==> src/rtl/sandbox_pkg.sv <==
// sandbox_pkg: opcodes, status bit indices and FSM encodings shared by the sandbox dispatch block
package sandbox_pkg;
   localparam logic [1:0] OP_QUERY  = 2'b00;
   localparam logic [1:0] OP_START  = 2'b01;
   localparam logic [1:0] OP_RESULT = 2'b10;
   localparam logic [1:0] OP_ABORT  = 2'b11;
   localparam int ST_OK      = 0;
   localparam int ST_DIDRUN  = 1;
   localparam int ST_SUCCESS = 2;
   localparam int ST_BUSY    = 3;
   localparam int ST_BADCH   = 4;
   localparam int ST_TIMEOUT = 5;
   localparam int ST_OP      = 6;
   typedef enum logic [2:0] {
      S_IDLE   = 3'd0,
      S_EXEC   = 3'd1,
      S_XMIT   = 3'd2,
      S_HOLD   = 3'd3,
      S_DONE   = 3'd4,
      S_WAITLO = 3'd5
   } stateT;
   // bit 2 of the indicator state is the LED itself
   typedef enum logic [2:0] {
      IND_IDLE  = 3'b000,
      IND_RISE1 = 3'b001,
      IND_FALL1 = 3'b010,
      IND_RISE2 = 3'b101,
      IND_FALL2 = 3'b110
   } indStateT;
endpackage

==> src/rtl/sandbox_indicator.sv <==
// sandbox_indicator: stretches a start pulse into one full slowClock period on the LED
module sandbox_indicator
   import sandbox_pkg::*;
(
   input  logic masterClock,
   input  logic reset,
   input  logic slowClock,
   input  logic trigger,
   output logic led
);
   indStateT state, nextState;
   logic [2:0] slowSync;
   logic rise, fall;
   assign rise = slowSync[1] & ~slowSync[2];
   assign fall = ~slowSync[1] & slowSync[2];
   assign led  = state[2];
   always_ff @(posedge masterClock)
      if (reset) begin
         state    <= IND_IDLE;
         slowSync <= '0;
      end else begin
         state    <= nextState;
         slowSync <= {slowSync[1:0], slowClock};
      end
   always_comb begin
      nextState = state;
      case (state)
         IND_IDLE:  nextState = trigger ? IND_RISE1 : IND_IDLE;
         IND_RISE1: nextState = rise ? IND_FALL1 : IND_RISE1;
         IND_FALL1: nextState = fall ? IND_RISE2 : IND_FALL1;
         IND_RISE2: nextState = rise ? IND_FALL2 : IND_RISE2;
         IND_FALL2: nextState = fall ? IND_IDLE : IND_FALL2;
         default:   nextState = IND_IDLE;
      endcase
   end
endmodule

==> src/rtl/sandbox_dispatch.sv <==
// sandbox_dispatch: host command front end for N_ENG engines; SANDBOX_WATCHDOG_EN adds busy timeouts
module sandbox_dispatch
   import sandbox_pkg::*;
#(
   parameter int N_ENG   = 4,
   parameter int DATA_W  = 32,
   parameter int TIMEOUT = 1000000
) (
   input  logic                      masterClock,
   input  logic                      reset,
   input  logic                      slowClock,
   input  logic                      dataReceived,
   input  logic [7:0]                control,
   input  logic [DATA_W-1:0]         inputData,
   output logic                      clearDR,
   output logic                      transmitData,
   output logic [7:0]                status,
   output logic [DATA_W-1:0]         outputData,
   output logic                      rxIndicator,
   output logic [N_ENG-1:0]          engStart,
   output logic [DATA_W-1:0]         engArg,
   input  logic [N_ENG-1:0]          engBusy,
   input  logic [N_ENG-1:0]          engDidRun,
   input  logic [N_ENG-1:0]          engSuccess,
   input  logic [N_ENG*DATA_W-1:0]   engResult
);
   stateT state, nextState;
   logic [7:0] ctlQ, stNext;
   logic [DATA_W-1:0] argQ, dataNext;
   logic [DATA_W-1:0] resultArr [16];
   logic [15:0] busyX, didRunX, successX, timedOut;
   logic [1:0] op;
   logic [3:0] ch;
   logic chOk, busyBit, startOk, unusedBits;
   assign op         = ctlQ[1:0];
   assign ch         = ctlQ[7:4];
   assign unusedBits = ^ctlQ[3:2];
   assign busyX      = 16'(engBusy);
   assign didRunX    = 16'(engDidRun);
   assign successX   = 16'(engSuccess);
   assign chOk       = {28'd0, ch} < 32'(N_ENG);
   assign busyBit    = chOk & busyX[ch];
   assign startOk    = op == OP_START && chOk && !busyBit;
   // unused channel slots read as zero so any 4-bit channel can index safely
   for (genvar c = 0; c < 16; c++) begin : gRes
      if (c < N_ENG) begin : gUse
         assign resultArr[c] = engResult[c*DATA_W +: DATA_W];
      end else begin : gZero
         assign resultArr[c] = '0;
      end
   end
`ifdef SANDBOX_WATCHDOG_EN
   localparam int CW = $clog2(TIMEOUT + 1);
   logic abortClr;
   assign abortClr = state == S_EXEC && op == OP_ABORT;
   for (genvar c = 0; c < 16; c++) begin : gDog
      if (c < N_ENG) begin : gCnt
         logic [CW-1:0] count;
         logic expired;
         always_ff @(posedge masterClock)
            if (reset) begin
               count   <= '0;
               expired <= 1'b0;
            end else begin
               count   <= !engBusy[c] ? '0 : count == CW'(TIMEOUT) ? count : count + CW'(1);
               expired <= abortClr ? 1'b0 : (engBusy[c] && count == CW'(TIMEOUT - 1)) ? 1'b1 : expired;
            end
         assign timedOut[c] = expired;
      end else begin : gNone
         assign timedOut[c] = 1'b0;
      end
   end
`else
   logic unusedTimeout;
   assign unusedTimeout = |32'(TIMEOUT);
   assign timedOut      = '0;
`endif
   always_comb begin
      stNext             = '0;
      stNext[ST_OK]      = chOk && (op != OP_START || !busyBit);
      stNext[ST_DIDRUN]  = chOk & didRunX[ch];
      stNext[ST_SUCCESS] = chOk & successX[ch];
      stNext[ST_BUSY]    = busyBit;
      stNext[ST_BADCH]   = !chOk;
      stNext[ST_TIMEOUT] = chOk & timedOut[ch];
      stNext[ST_OP +: 2] = op;
      dataNext           = (op == OP_RESULT && chOk) ? resultArr[ch] : '0;
   end
   always_comb begin
      nextState = state;
      case (state)
         S_IDLE:   nextState = dataReceived ? S_EXEC : S_IDLE;
         S_EXEC:   nextState = S_XMIT;
         S_XMIT:   nextState = S_HOLD;
         S_HOLD:   nextState = S_DONE;
         S_DONE:   nextState = S_WAITLO;
         S_WAITLO: nextState = dataReceived ? S_WAITLO : S_IDLE;
         default:  nextState = S_IDLE;
      endcase
   end
   always_ff @(posedge masterClock)
      if (reset) begin
         state        <= S_IDLE;
         ctlQ         <= '0;
         argQ         <= '0;
         clearDR      <= 1'b0;
         transmitData <= 1'b0;
         status       <= 8'h00;
         outputData   <= '0;
         engStart     <= '0;
         engArg       <= '0;
      end else begin
         state    <= nextState;
         engStart <= '0;
         if (state == S_IDLE && dataReceived) begin
            ctlQ <= control;
            argQ <= inputData;
         end
         if (state == S_EXEC) begin
            status     <= stNext;
            outputData <= dataNext;
            if (startOk) begin
               engStart <= N_ENG'(1) << ch;
               engArg   <= argQ;
            end
         end
         if (state == S_XMIT) transmitData <= 1'b1;
         if (state == S_DONE) clearDR <= 1'b1;
         if (state == S_WAITLO && !dataReceived) begin
            transmitData <= 1'b0;
            clearDR      <= 1'b0;
         end
      end
   sandbox_indicator uIndicator (
      .masterClock (masterClock),
      .reset       (reset),
      .slowClock   (slowClock),
      .trigger     (state == S_EXEC && startOk),
      .led         (rxIndicator)
   );
endmodule

==> config.mk <==
export PLATFORM = sky130hd
export DESIGN_NAME = sandbox_dispatch
export DESIGN_NICKNAME = d
export VERILOG_FILES = /design/src/rtl/sandbox_pkg.sv /design/src/rtl/sandbox_indicator.sv /design/src/rtl/sandbox_dispatch.sv
export SDC_FILE = /design/constraint.sdc
export NUM_CORES = 1
export LEC_CHECK = 0
export ABC_AREA = 1
export BUFFER_PORTS_ARGS = -buffer_cell sky130_fd_sc_hd__buf_2
export CORE_UTILIZATION = 44
export CTS_BUF_LIST = sky130_fd_sc_hd__clkbuf_16
export CTS_CLUSTER_SIZE = 16
export DETAILED_ROUTE_END_ITERATION = 16
export GPL_TIMING_DRIVEN = 0
export PLACE_DENSITY = 0.73
export SLEW_MARGIN = 0
export SYNTH_ARGS = -nofsm -noshare
export SYNTH_HDL_FRONTEND = slang
export SYNTH_SLANG_ARGS = --single-unit
==> constraint.sdc <==
create_clock -name masterClock -period 2 [get_ports masterClock]
set_input_delay 0.3 -clock masterClock [delete_from_list [all_inputs] [get_ports masterClock]]
set_output_delay 0.3 -clock masterClock [all_outputs]
set_load 0.05 [all_outputs]
==> parameters.txt <==
Parameter                              Value

Outcome
  Outcome    finished, final reports clean

Timing
  Final worst path period need    about 1.7 ns
  Setup repair after global routing missed its margin    no
  Upper clock frequency limit    just under 600 MHz
  Setup clock skew after layout    around 0.0059 ns
  Count of final hold-check violations    0
  Final-report setup violation count    0
  Final total negative setup slack    0 ns
  Final Max Tran Viols    0
  Ratio of final minimum period to clock period    between 80% and 90%
  Max-slew headroom at the worst pin    62.5%
  Transition at the pin with the smallest max-transition slack    around 0.56 ns
  Worst setup margin    0.313 ns

Synth
  Top post-synthesis cells by count    nand2_1 (254), dfxtp_1 (124), a21oi_1 (114), o21ai_0 (103), nor2_1 (90)
  Cell type with the highest aggregate area in the netlist    dfxtp_1
  Post-synthesis cell count    approximately 860
  Number of enable flip-flop cells after synthesis    0
  Top-area cell type share of the netlist area    between 40% and 50%
  Async SR Flop Fraction    0%
  Post-Syn Area per Cell    between 6 and 7 um2
  Top area cells in the synthesized netlist    dfxtp_1 (43%), nand2_1 (17%), a21oi_1 (10%), o21ai_0 (9.0%), nor2_1 (5.9%)
  Proportion of synthesized chip area in sequential cells    43.3%
  Primary flip-flop cell chosen by synthesis mapping    dfxtp_1
  Register bit total from synthesis    between 100 and 150
  Most repeated cell in the gate-level netlist after synthesis    nand2_1
  Syn nets    between 1000 and 1500
  Yosys warning count    0
  Distinct cell type count after synthesis    26
  Netlist Area Pre-Place    ~5700 um2

Power
  Static leakage    between 3 and 4 nW
  Power density normalized to cell area    roughly 950 nW/um2
  Worst ir drop on vdd    around 0.59 mV

Worst setup path
  Cell family with most CP delay    buffers and inverters
  Max stage delay on crit path    roughly 0.42 ns
  Critical-path top delay cell    clkbuf_1
  Class of the most critical setup path    reg2reg
  Most used cell along the critical path    o21ai_0
  Crit end category    register
  Data required time at the worst endpoint    2.33 ns
  Arrival time at the worst endpoint    roughly 2.0 ns
  Cell Chain, Critical Path    buf_2 > clkbuf_1 > o21ai_0 > o21ai_0 > nand2_1 > a21oi_1
  Critical path buffers and inverters    2
  Maximum fanout along the worst path    10
  Kind of launch point of the worst setup path    register

GRT
  GRT met2 Usage    a little under half
  First-pass GRT wire length    29.3 mm
  Final global-route overflow total    0
  Layer carrying the most global-route usage    met2
  Met3 Usage GRT    8.20%
  Via count of the first global-routing pass    roughly 6100
  Number of antenna violations at the first check in global routing    2
  Maximum number of pins on one net before global-route repair    17
  Global-route track usage on met1    between 30% and 40%
  Global Route Usage Sum    28.3%

Clocking
  Maximum level of the CTS H-tree    4
  CTS Root Cell    clkbuf_16
  Clock Sinks    around 120
  Worst-skew pair later-pin latency    0.41 ns
  Quantity of hold-fixing buffers added after cts    0
  Worst-case clock buffer depth    2
  # resized after CTS    0
  Clock transition at path regs    roughly 0.050 ns
  Clock tree from TritonCTS    yes
  Clock buffer count from CTS    17
  Number of setup buffers added after CTS    0

Detailed routing
  Post-detailed-route DRC marker count    0
  Number of vias in the routed layout    around 6600
  Number of detailed-route iterations in the first pass    5
  Drt via density    5.00
  Drt total wl    18.7 mm
  Routed Antenna Nets    0
  WL/cell    around 14 um
  Number of DRC markers in iteration 0    450

Floorplanning
  Number of top-level pins    263
  Floorplan Core Area    roughly 13000 um2
  Starting density of the core    between 40% and 50%
  Die area    roughly 13000 um2
  Horizontal die dimension    between 100 and 150 um
  Die Ht    116 um
  Site Rows    approximately 40

Final layout
  Final-layout fill cell count    ~1300
  Fraction of layout instances using a drive strength above 1    28.9%
  Layout net count    1323
  Final instance count without filler cells    around 1300
  Layout Cell Area excl Fill    roughly 8000 um2
  Area added between synthesis and finish    36.9%

Placement
  Port Buf Inserts    about 260
  Area after DPL    about 7200 um2
  Number of placed instances, taps included    about 1300
  Placed wire-length estimate    14.3 mm
  Routability cong.    a little under 1
  Worst slack at placement    0.324 ns

Hold path
  Hold crit path type    in2reg

Run
  MaxCap Viol Count    0
-- placed cells by master (no fill, tap or decap), types with 3 or more instances in the layout --
master	instances
a21oi_1	114
clkbuf_16	17
buf_4	7
clkbuf_1	27
nand2_1	254
clkinv_2	4
dfxtp_1	124
buf_2	284
inv_1	52
o21ai_1	7
o21ai_0	103
nand3_2	3
nand3_1	37
bufinv_16	4
nor2_1	90
buf_6	4
-- flip-flops by register name, indices dropped and copies added, names as in the netlist --
| register | cells |
|---|---|
| transmitData | 1 |
| engArg | 32 |
| engStart | 4 |
| state | 3 |
| outputData | 32 |
| argQ | 32 |
| uIndicator.state | 3 |
| uIndicator.slowSync | 3 |
| clearDR | 1 |
| status | 7 |
| ctlQ | 6 |
-- layer usage --
layer,part of all wire (%),up-vias,wire length [um]
met5,0,-,0
met4,3.3,0,610
met3,7.4,47,1380
met2,45,240,8420
met1,44,3012,8300
li1,-,3329,-
-- power by group --
group	internal, W	switching (W)
combinational	0.000511	0.00108
clock	0.00206	0.00108
sequential	0.00263	0.0000616
-- cell families after synthesis --
kind of cell	share of synthesized area, %
compound gates	19.9
other cells	0.0654
buf+inv	9.36
flops	43.3
simple gates	27.3
-- final cells by class --
class | count | area [um2] | share of cell area (%)
multi-input cells | 620 | 2710 | 34.6
flip-flops and latches | 124 | 2480 | 31.6
clock buffers | 17 | 425 | 5.42
well taps | 172 | 215 | 2.74
repair buffers | 258 | 1290 | 16.5
inverters | 53 | 204 | 2.60
diodes | 2 | 5.00 | 0.0638
plain buffers | 65 | 333 | 4.24
clock inverters | 15 | 180 | 2.30
-- worst paths after layout --
kind                          start                     end  slack (ns)  cells past startpoint
max reg2reg                 ctlQ[5]          outputData[22]        0.31                      6
min                       slowClock  uIndicator.slowSync[0]        0.10                      3
min reg2reg  uIndicator.slowSync[0]  uIndicator.slowSync[1]        0.40                      2
max                         ctlQ[5]          outputData[22]        0.31                      6
-- worst min-delay path, stage by stage --
cell    delay, ns
buf_2        0.10
inv_1        0.04
nor2_1       0.03
-- stage by stage --
stage	total power (W)	util, %	hold slack (ns)
after global placement	0.00431	57.1	0.394
after floorplan	0.00378	-	0.388
after detailed placement	0.00432	57.1	0.397
after global routing	0.00778	61.9	0.0942
final	0.00742	61.9	0.103
after CTS	0.00746	61.9	0.0895
No activity file was read; power rests on OpenSTA's default activity.
